**src/rtl/ps2_scancode_receiver.sv**
```systemverilog
// PS/2 keyboard receive front end: line sync, clock glitch filter, 11-bit frame
// deserialiser and E0/F0 prefix folding into one key event per scan code.
module ps2_scancode_receiver #(
    parameter int FILTER_LEN     = 8,
    parameter int TIMEOUT_CYCLES = 100000
) (
    input  logic       clk_50,
    input  logic       rst,
    input  logic       PS2_CLK,
    input  logic       PS2_DAT,
    output logic       valid,
    output logic       make,
    output logic       extended,
    output logic [7:0] code,
    output logic       frame_err
);
    localparam int FW = $clog2(FILTER_LEN + 1);
    localparam int TW = $clog2(TIMEOUT_CYCLES + 1);

    typedef enum logic [1:0] {IDLE, DATA, PARITY, STOP} state_t;

    logic          clk_s1_q, clk_s2_q, dat_s1_q, dat_s2_q;
    logic          filt_clk_q, fall_q;
    logic [FW-1:0] filt_cnt_q;
    state_t        state_q;
    logic [2:0]    bit_cnt_q;
    logic [7:0]    shift_q, rx_byte_q;
    logic          par_q, byte_done_q, err_q;
    logic [TW-1:0] tmo_q;
    logic          ext_pend_q, brk_pend_q;
    logic          valid_q, make_q, ext_q;
    logic [7:0]    code_q;
    logic          frame_ok_d;

    always_ff @(posedge clk_50) begin
        if (rst) begin
            clk_s1_q <= 1'b1;
            clk_s2_q <= 1'b1;
            dat_s1_q <= 1'b1;
            dat_s2_q <= 1'b1;
        end else begin
            clk_s1_q <= PS2_CLK;
            clk_s2_q <= clk_s1_q;
            dat_s1_q <= PS2_DAT;
            dat_s2_q <= dat_s1_q;
        end
    end

    // Filtered clock flips only after FILTER_LEN consecutive samples disagree with it.
    always_ff @(posedge clk_50) begin
        if (rst) begin
            filt_clk_q <= 1'b1;
            filt_cnt_q <= '0;
            fall_q     <= 1'b0;
        end else begin
            fall_q <= 1'b0;
            if (clk_s2_q == filt_clk_q) begin
                filt_cnt_q <= '0;
            end else if (filt_cnt_q == FW'(FILTER_LEN - 1)) begin
                filt_clk_q <= clk_s2_q;
                filt_cnt_q <= '0;
                fall_q     <= ~clk_s2_q;
            end else begin
                filt_cnt_q <= filt_cnt_q + 1'b1;
            end
        end
    end

    assign frame_ok_d = dat_s2_q & (^{shift_q, par_q});

    always_ff @(posedge clk_50) begin
        if (rst) begin
            state_q     <= IDLE;
            bit_cnt_q   <= '0;
            shift_q     <= '0;
            par_q       <= 1'b0;
            tmo_q       <= '0;
            byte_done_q <= 1'b0;
            rx_byte_q   <= '0;
            err_q       <= 1'b0;
        end else begin
            byte_done_q <= 1'b0;
            err_q       <= 1'b0;
            if (fall_q) begin
                tmo_q <= '0;
                case (state_q)
                    IDLE: begin
                        if (!dat_s2_q) begin
                            state_q   <= DATA;
                            bit_cnt_q <= '0;
                        end
                    end
                    DATA: begin
                        shift_q   <= {dat_s2_q, shift_q[7:1]};
                        bit_cnt_q <= bit_cnt_q + 1'b1;
                        if (bit_cnt_q == 3'd7) state_q <= PARITY;
                    end
                    PARITY: begin
                        par_q   <= dat_s2_q;
                        state_q <= STOP;
                    end
                    STOP: begin
                        if (frame_ok_d) begin
                            byte_done_q <= 1'b1;
                            rx_byte_q   <= shift_q;
                        end else begin
                            err_q <= 1'b1;
                        end
                        state_q <= IDLE;
                    end
                    default: state_q <= IDLE;
                endcase
            end else if (state_q != IDLE) begin
                // A fall in the same cycle takes the other branch, so it always wins.
                if (tmo_q == TW'(TIMEOUT_CYCLES - 1)) begin
                    state_q <= IDLE;
                    err_q   <= 1'b1;
                    tmo_q   <= '0;
                end else begin
                    tmo_q <= tmo_q + 1'b1;
                end
            end else begin
                tmo_q <= '0;
            end
        end
    end

    always_ff @(posedge clk_50) begin
        if (rst) begin
            ext_pend_q <= 1'b0;
            brk_pend_q <= 1'b0;
            valid_q    <= 1'b0;
            make_q     <= 1'b0;
            ext_q      <= 1'b0;
            code_q     <= '0;
        end else begin
            valid_q <= 1'b0;
            if (err_q) begin
                ext_pend_q <= 1'b0;
                brk_pend_q <= 1'b0;
            end else if (byte_done_q) begin
                case (rx_byte_q)
                    8'hE0: ext_pend_q <= 1'b1;
                    8'hF0: brk_pend_q <= 1'b1;
                    default: begin
                        code_q     <= rx_byte_q;
                        make_q     <= ~brk_pend_q;
                        ext_q      <= ext_pend_q;
                        valid_q    <= 1'b1;
                        ext_pend_q <= 1'b0;
                        brk_pend_q <= 1'b0;
                    end
                endcase
            end
        end
    end

    assign valid     = valid_q;
    assign make      = make_q;
    assign extended  = ext_q;
    assign code      = code_q;
    assign frame_err = err_q;
endmodule

```
**config.mk**
```make
export PLATFORM = sky130hd
export DESIGN_NAME = ps2_scancode_receiver
export DESIGN_NICKNAME = d
export VERILOG_FILES = /design/src/rtl/ps2_scancode_receiver.sv
export SDC_FILE = /design/constraint.sdc
export NUM_CORES = 1
export LEC_CHECK = 0
export ABC_AREA = 0
export CAP_MARGIN = 20
export CORE_MARGIN = 2
export CORE_UTILIZATION = 25
export CTS_BUF_LIST = sky130_fd_sc_hd__clkbuf_4
export DETAILED_ROUTE_END_ITERATION = 8
export GPL_ROUTABILITY_DRIVEN = 0
export HOLD_SLACK_MARGIN = 0.15
export PLACE_DENSITY = 0.37
export SLEW_MARGIN = 20
export SYNTH_ARGS = -nofsm -noshare
export SYNTH_HDL_FRONTEND = slang
export SYNTH_SLANG_ARGS = --single-unit
```
**constraint.sdc**
```tcl
create_clock -name clk_50 -period 1.8 [get_ports clk_50]
set_input_delay 0.36 -clock clk_50 [delete_from_list [all_inputs] [get_ports clk_50]]
set_output_delay 0.36 -clock clk_50 [all_outputs]
set_load 0.02 [all_outputs]
```
==> impl_metrics.env <==
export IMPL_hold_end="frame_err"
export IMPL_hold_viol_final=0
export IMPL_h_tree_depth=3
export IMPL_fp_coreArea_um2=10840
export IMPL_period_minus_slack_ps=1726
export IMPL_routed_via_density=4.327
export IMPL_clock_sinks=64
export IMPL_critPathCaptureType="output port"
export IMPL_ys_seq_area_share_pct=46.23
export IMPL_synthMuxAreaShare_pct=8.488
export IMPL_synthArstFlopShare_pct=0
export IMPL_synth_most_common_cell="dfxtp_1"
export IMPL_die_area_um2=11940
export IMPL_clk_path_buf_depth=2
export IMPL_worstPathBufferInverterCount=1
export IMPL_hold_path_class="input port to flop"
export IMPL_diodes=0
export IMPL_internal_power_mw=2.196
export IMPL_fin_skew_ps=14.21
export IMPL_io_pins=16
export IMPL_die_y_um=109.3
export IMPL_setup_violations=0
export IMPL_p_seq_share_pct=51.6
export IMPL_maxCapViolCount=0
export IMPL_yosys_area_top_type="dfxtp_1"
export IMPL_synth_area_per_cell_um2=9.300
export IMPL_ys_flop_type="dfxtp_1"
export IMPL_cp_start_kind="flop"
export IMPL_clk_latency_ps=420
export IMPL_powerDensity_nw_per_um2=826.7
export IMPL_drive_gt1_share_pct=10.67
export IMPL_holdWs_ps=322.2
export IMPL_leakage_nw=1.294
export IMPL_cts_root_buf="clkbuf_4"
export IMPL_grt_antenna_before_repair=0
export IMPL_synth_cell_types=44
export IMPL_dr_first_iter_drc_count=52
export IMPL_r2r_cells=4
export IMPL_drt_pass1_iter_count=4
export IMPL_synth_simple_area_share_pct=22.80
export IMPL_yosys_warnings=0
export IMPL_place_ws_ps=109.9
export IMPL_synthAdderAreaFrac_pct=3.612
export IMPL_postCtsHoldBufs=0
export IMPL_slew_headroom_pct=58.45
export IMPL_worst_pin_slew_ps=623.2
export IMPL_arrival_ps=1370
export IMPL_grt_start_max_net_pins=22
export IMPL_ant_nets=0
export IMPL_hold_depth=4
export IMPL_fin_tns_setup_ps=0
export IMPL_synth_nets=310
export IMPL_total_power_mw=2.779
export IMPL_drc_errors=0
export IMPL_setup_ws_ps=74.29
export IMPL_start_util_pct=25.57
export IMPL_synth_compound_area_share_pct=7.856
export IMPL_area_growth_pct=21.31
export IMPL_path_max_fanout=2
export IMPL_status="completed"
export IMPL_final_nets=336
export IMPL_io_buffers=15
export IMPL_synth_top_area_share_pct=46.23
export IMPL_layout_worst_path_cycle_share_pct=95.87
export IMPL_final_max_slew_violation_count=0
export IMPL_cpLargestDelayFamily="buffers and inverters"
export IMPL_peakVddDrop_mv=0.3280
export IMPL_cts_clk_slew_worst_paths_ps=110
export IMPL_p_sw_mw=0.5837
export IMPL_routedWlPerCell_um=12.01
export IMPL_netlist_area_um2=2771
export IMPL_fmax_mhz=579.5
export IMPL_crit_chain="clkdlybuf4s50_1"
export IMPL_grt_usage_pct=10.63
export IMPL_cts_setup_buffers=0
export IMPL_synth_edf_count=0
export IMPL_synth_top_family_by_area="simple AND/OR/NAND/NOR gates"
export IMPL_hold_start="rst"
export IMPL_synthTopCellsByArea="dfxtp_1 (46%), mux2i_1 (6.9%), nor2_1 (4.7%)"
export IMPL_synthCells=298
export IMPL_tritoncts="built"
export IMPL_reg2reg_to="code[5]"
export IMPL_grt_pass1_wl_um=9515
export IMPL_critPathSlowestCell="clkdlybuf4s50_1"
export IMPL_synth_seq_cells=64
export IMPL_p_comb_share_pct=3.6
export IMPL_utilization_pct=31.01
export IMPL_vias=2025
export IMPL_wirelength_um=5622
export IMPL_synth_xor_area_share_pct=7.901
export IMPL_num_rows=38
export IMPL_worstPathRequired_ps=1440
export IMPL_synthTopCellsByCount="dfxtp_1 (64), nor2_1 (35), nand2_1 (33)"
export IMPL_crit_type="flop to output port"
export IMPL_grt_pass1_vias=1995
export IMPL_p_clk_share_pct=44.8
export IMPL_r2r_start="rx_byte_q[7]"
export IMPL_ff2ff_setup_slack_ps=150
export IMPL_grt_ovfl_total=0
export IMPL_die_w_um=109.3
export IMPL_dp_hpwl_um=3938
export IMPL_cts_made_buffers=9
export IMPL_rsz0062_at_grt="no"
export IMPL_p_sw_share_pct=21.00
export IMPL_slowest_delay_ps=600
==> power groups by stage <==
stage	Combinational [mW]	Sequential (mW)	Clock [mW]
6_report	0.0999	1.43	1.24
5_1_grt	0.112	1.44	1.35
4_1_cts	0.103	1.44	1.30
3_5_place_dp	0.103	1.47	0
3_3_place_gp	0.104	1.47	0
2_1_floorplan	0.0722	1.46	0
==> worst reg2reg max path, stage by stage, from the launching register on <==
cell	delay, ps
dfxtp_1	370
or3b_1	370
o311a_1	530
mux2i_1	230
nor2_1	50
==> timing repair <==
| action | in CTS | in global routing |
|---|---|---|
| setup endpoints to repair | 1 | 11 |
| gates resized for setup | 1 | 8 |
| cloned | 0 | 0 |
==> layer usage <==
metal | vias up | share of wire [%] | global-route usage (%)
li1 | 1065 | - | -
met1 | 932 | 52 | 14.08
met2 | 16 | 42 | 15.31
met3 | 12 | 2.5 | 2.549
met4 | 0 | 3.0 | 7.052
met5 | - | 0 | 0
==> metrics by stage <==
step | area [um^2] | std cells
detailed placement | 3162 | 453
CTS | 3337 | 468
floorplan | 2771 | 298
global placement | 3162 | 453
global route | 3362 | 468
finish | 3362 | 468
==> layout by cell type (no fill, tap or decap), types with 2 or more instances in the layout <==
master,instances
a211o_1,3
a21oi_1,18
a22oi_1,2
and3_1,5
and4_1,2
buf_12,2
buf_4,12
bufinv_16,3
clkbuf_4,11
clkdlybuf4s50_1,6
dfxtp_1,64
dlymetal6s2s_1,7
ha_1,8
inv_1,7
mux2_2,2
mux2i_1,19
nand2_1,33
nand2b_1,16
nand3_1,9
nand4_1,5
nor2_1,35
nor3_1,4
nor4_1,2
o21ai_1,3
o31ai_1,3
or2_1,4
or3_1,4
xnor2_1,7
xor2_1,9
==> cell families (layout without fill, tap and decap cells) <==
logic type,count (synthesis),count (layout)
mux,22,22
xor+xnor,20,20
simple gates,128,128
compound gates,35,35
buf+inv,21,51
flops,64,64
fa+ha+maj,8,8
==> cell type report <==
type                       instances  area, um^2
fill                            1177        7478
timing repair buffer              29       291.5
inverter                           7       26.28
clock buffer                      11       82.58
tap                              140       175.2
sequential                        64        1281
multi-input combinational        213        1411
clock inverter                     4       93.84
==> worst max-delay path by stage <==
stage                     startpoint      endpoint  cells past startpoint
final                        code[6]       code[6]                      1
after detailed placement  shift_q[5]  rx_byte_q[5]                      5
after floorplan             tmo_q[0]     tmo_q[10]                      8
after global placement    shift_q[5]   byte_done_q                      5
after CTS                    code[3]       code[3]                      1
after global routing         code[4]       code[4]                      1
==> sequential cells by signal, indices dropped and copies added, names as in the netlist <==
register / count
extended: 1
make: 1
dat_s2_q: 1
filt_cnt_q: 4
frame_err: 1
filt_clk_q: 1
shift_q: 8
fall_q: 1
rx_byte_q: 8
state_q: 2
code: 8
par_q: 1
clk_s1_q: 1
bit_cnt_q: 3
valid: 1
brk_pend_q: 1
dat_s1_q: 1
clk_s2_q: 1
byte_done_q: 1
tmo_q: 17
ext_pend_q: 1
No activity file was read; power rests on OpenSTA's default activity.
==> edit 1 (config.mk and constraints unchanged) <==
Reset style: asynchronous (`rst`), changed in 4 clocked blocks.
--- a/src/rtl/ps2_scancode_receiver.sv
+++ b/src/rtl/ps2_scancode_receiver.sv
@@ -32,7 +32,7 @@
     logic [7:0]    code_q;
     logic          frame_ok_d;
 
-    always_ff @(posedge clk_50) begin
+    always_ff @(posedge clk_50 or posedge rst) begin
         if (rst) begin
             clk_s1_q <= 1'b1;
             clk_s2_q <= 1'b1;
@@ -47,7 +47,7 @@
     end
 
     // Filtered clock flips only after FILTER_LEN consecutive samples disagree with it.
-    always_ff @(posedge clk_50) begin
+    always_ff @(posedge clk_50 or posedge rst) begin
         if (rst) begin
             filt_clk_q <= 1'b1;
             filt_cnt_q <= '0;
@@ -68,7 +68,7 @@
 
     assign frame_ok_d = dat_s2_q & (^{shift_q, par_q});
 
-    always_ff @(posedge clk_50) begin
+    always_ff @(posedge clk_50 or posedge rst) begin
         if (rst) begin
             state_q     <= IDLE;
             bit_cnt_q   <= '0;
@@ -125,7 +125,7 @@
         end
     end
 
-    always_ff @(posedge clk_50) begin
+    always_ff @(posedge clk_50 or posedge rst) begin
         if (rst) begin
             ext_pend_q <= 1'b0;
             brk_pend_q <= 1'b0;
Formal check against the unedited RTL: no difference found for any inputs over 10 cycles, from zero or initial values and one cycle with rst high; that may be too few to reach the edited logic, so the function may still have changed.
==> edit 1 against the original RTL <==
- the flow now finishes with violations (negative setup slack)
- sequential cell count unchanged
- cell area grew 7.6%
- combinational power increased by 27%
- clock skew rose by 2.0 ps
- setup slack got worse by 85 ps
- routed wire length decreased by 4.5%
- first-iteration DRC count is 48% higher
- synthesized area rose by 2.8%
- total power increased by 4.5%
==> edit 1: results (changes against the original RTL) <==
skew final 16.2 ps (was 14.2 ps); crit path max fanout 9 (was 2); post-route insts no fill 425 (was 468); status finished, violations left (was completed); Worst IR Drop VDD 0.688 mV (was 0.328 mV); syn_area_per_cell 12.2 sq um (was 9.30 sq um); CP peak stage delay 470 ps (was 600 ps); Placed Cells 408 (was 453); Worst R2R Path Depth 5 (was 4); Leak 0.00179 uW (was 0.00129 uW); Tot GR Track Use 0.0981 (was 0.106); largest net degree at the start of global routing 65 (was 22); post-synthesis async set-or-reset flop share 1.00 (was 0); dominant cells by area after synthesis dfrtp_1, mux2_2, dfstp_2 (was dfxtp_1, mux2i_1, nor2_1); Worst path slowest cell xnor3_2 (was clkdlybuf4s50_1); Detail Route met2 WL 2370 um (was 2360 um); family with the most delay on the worst path XOR/XNOR gates (was buffers and inverters); Setup TNS -47.2 ps (was 0 ps); initial drt markers 77 (was 52); total wire length 5370 um (was 5620 um); placed inst area 3380 sq um (was 3160 sq um); routed vias 1818 (was 2025); # nets final 292 (was 336); hpwl dp 3600 um (was 3940 um); Worst EP arrival 2120 ps (was 1370 ps); Final WS setup -10.6 ps (was 74.3 ps); layout cells sized above 1 0.295 (was 0.107); vias in the first global route 1834 (was 1995); FILL cells 1129 (was 1177); Slew headroom 0.741 (was 0.585); global-route wire length before repair 9470 um (was 9520 um); Setup-failing EPs final 7 (was 0); Synth top cells by count dfrtp_1, mux2_2, nor2_1 (was dfxtp_1, nor2_1, nand2_1); violated checks negative setup slack; post-synth net total 246 (was 310)
-- edit 1: kinds of logic after synthesis --
family,synth area share
mux,0.115
xor+xnor,0.0690
compound gates,0.0567
simple gates,0.140
buf+inv,0.0202
fa+ha+maj,0.0351
flops,0.564
-- edit 1: worst register-to-register path, stage by stage, from the launching register on --
cell and delay [ps]:
dfrtp_1 400, xnor2_1 150, xnor3_2 470, mux2i_4 200
buf_12 150, mux2_2 330
-- edit 1: final cells by class --
| cell class | instances | area, sq um | share of cell area |
|---|---|---|---|
| timing repair buffer | 41 | 407 | 0.112 |
| clock buffer | 10 | 75.1 | 0.0208 |
| inverter | 9 | 37.5 | 0.0104 |
| multi-input combinational | 155 | 1210 | 0.334 |
| sequential | 64 | 1610 | 0.445 |
| tap | 140 | 175 | 0.0484 |
| clock inverter | 6 | 108 | 0.0298 |
-- edit 1: power by group --
group	switching, uW	internal, uW	total [uW]
combinational	68.3	59.2	127
sequential	29.0	1490	1520
clock	545	715	1260
total	642	2260	2900
-- edit 1: per-layer routing --
| metal | track usage | up-vias |
|---|---|---|
| li1 | - | 915 |
| met1 | 0.128 | 873 |
| met2 | 0.143 | 21 |
| met3 | 0.0394 | 9 |
| met4 | 0.0425 | 0 |
| met5 | 0 | - |
-- edit 1: worst paths after layout --
path / start / slack (ps) / end
setup / recovery: shift_q[5] / -10 / rx_byte_q[6]
hold / removal: PS2_CLK / 330 / clk_s1_q
setup reg to reg: shift_q[5] / -10 / rx_byte_q[6]
hold reg to reg: dat_s1_q / 360 / dat_s2_q
max in group asynchronous: rst / 1110 / dat_s2_q
min in group asynchronous: rst / 370 / tmo_q[13]
-- edit 1: what timing repair did --
item                                    4_1_cts  5_1_grt
pin swaps                                     1        2
buffers inserted                              1        0
hold buffers                                  0        0
endpoints found under the setup margin       18       44
gates resized for setup                       3       14
==> edit 2 (same flow settings) <==
Without the edit above. `FILTER_LEN`: 8 -> 16.
--- a/src/rtl/ps2_scancode_receiver.sv
+++ b/src/rtl/ps2_scancode_receiver.sv
@@ -1,7 +1,7 @@
 // PS/2 keyboard receive front end: line sync, clock glitch filter, 11-bit frame
 // deserialiser and E0/F0 prefix folding into one key event per scan code.
 module ps2_scancode_receiver #(
-    parameter int FILTER_LEN     = 8,
+    parameter int FILTER_LEN     = 16,
     parameter int TIMEOUT_CYCLES = 100000
 ) (
     input  logic       clk_50,
Formal check against the unedited RTL: no difference found for any inputs over 10 cycles, from zero or initial values and one cycle with rst high; that may be too few to reach the edited logic, so the function may still have changed.
==> edit 2 against the original RTL <==
- sequential cell count increased by 1
- routed wire length decreased by 2.1%
- clock skew increased by 2.2 ps
- synthesized cell count decreased by 0.34%
- die area increased by 0.52%
- setup slack improved by 18 ps
- critical path type unchanged
- total power decreased by 3.9%
- cell area increased by 0.71%
- sequential share of layout area increased by 0.32 points
- synthesized area increased by 0.54%
==> edit 2: results (changes against the original RTL) <==
vias in the first global route 1919 (was 1995); postcts setup bufs 0 (unchanged); Placed Cells 455 (was 453); sequential area share after synthesis 0.467 (was 0.462); layout cells sized above 1 0.118 (was 0.107); hpwl dp 3790 um (was 3940 um); R2R Path Start shift_q[3] (was rx_byte_q[7]); Worst EP arrival 1350 ps (was 1370 ps); reg2reg end rx_byte_q[1] (was code[5]); Slew headroom 0.603 (was 0.585); R2R Setup Slk 90 ps (was 150 ps); initial drt markers 40 (was 52); global-route wire length before repair 9590 um (was 9520 um); met2 usage in global routing 0.164 (was 0.153); CTS root buffer clkbuf_4 (unchanged); family with the most delay on the worst path buffers and inverters (unchanged); Compound-Gate Fraction of Synth Area 0.0723 (was 0.0786); DR vias/cell 4.28 (was 4.33); dominant cells by area after synthesis dfxtp_1, mux2i_1, nor2_1 (unchanged); Worst R2R Path Depth 5 (was 4); # nets final 339 (was 336); Synth Area in XOR/XNOR 0.0817 (was 0.0790); met3 routed WL 188 um (was 140 um); Top reg by flops tmo_q (unchanged); Worst-path clk slew 100 ps; Worst path slowest cell clkdlybuf4s50_1 (unchanged); Synth Area in Adders 0.0404 (was 0.0361); global routing met3 resource utilization 0.0462 (was 0.0255); Synth top cells by count dfxtp_1, nor2_1, nand2_1 (unchanged); mux cell area share after synthesis 0.0844 (was 0.0849); largest net degree at the start of global routing 36 (was 22); syn_area_per_cell 9.38 sq um (was 9.30 sq um); post-route insts no fill 471 (was 468); Hold Crit Class flop to flop (was input pin to flop); 1st-pass router iterations 4 (unchanged); Leak 0.00132 uW (was 0.00129 uW); PostCTS Resize Cnt 1 (unchanged); routed metal-1 wirelength 2740 um (was 2950 um); Clock Tree Buf Depth 2 (unchanged); Tot GR Track Use 0.106 (about the same); top sig layer met4 (unchanged); antenna diode count 0 (unchanged); FILL cells 1137 (was 1177); status completed (unchanged); Unique masters post-synth 40 (was 44); GR Util met1 0.131 (was 0.141); Final min period 1710 ps (was 1730 ps); total wire length 5500 um (was 5620 um); crit path to code[0] (was code[6]); Worst IR Drop VDD 0.372 mV (was 0.328 mV); skew final 16.4 ps (was 14.2 ps); worst slack, placed 71.9 ps (was 110 ps); initial antenna violation count 0 (unchanged); Detail Route met2 WL 2500 um (was 2360 um); Crit. Startpoint code[0] (was code[6]); placed inst area 3210 sq um (was 3160 sq um)
edit 2: worst min-delay path by stage:
| stage | from | end | slack [ps] | cells after the start |
|---|---|---|---|---|
| global route | clk_s1_q | clk_s2_q | 430 | 1 |
| global placement | dat_s1_q | dat_s2_q | 400 | 1 |
| floorplan | clk_s1_q | clk_s2_q | 390 | 1 |
| finish | clk_s1_q | clk_s2_q | 420 | 1 |
| detailed placement | clk_s1_q | clk_s2_q | 390 | 1 |
| CTS | clk_s1_q | clk_s2_q | 420 | 1 |
edit 2: layout make-up:
cell class / count / area [sq um] / area share
clock buffers: 10 / 75.1 / 0.0222
clock inverters: 6 / 82.6 / 0.0244
inverters: 8 / 30.0 / 0.00887
multi-input cells: 214 / 1420 / 0.418
flip-flops and latches: 65 / 1300 / 0.384
well taps: 140 / 175 / 0.0517
repair buffers: 28 / 307 / 0.0905
edit 2: power by group:
part           switching [uW]  total [uW]  leakage, uW  internal (uW)
logic                    57.3         110     0.000707           52.7
registers                6.70        1460     0.000525           1450
clock network             534        1110    0.0000862            572
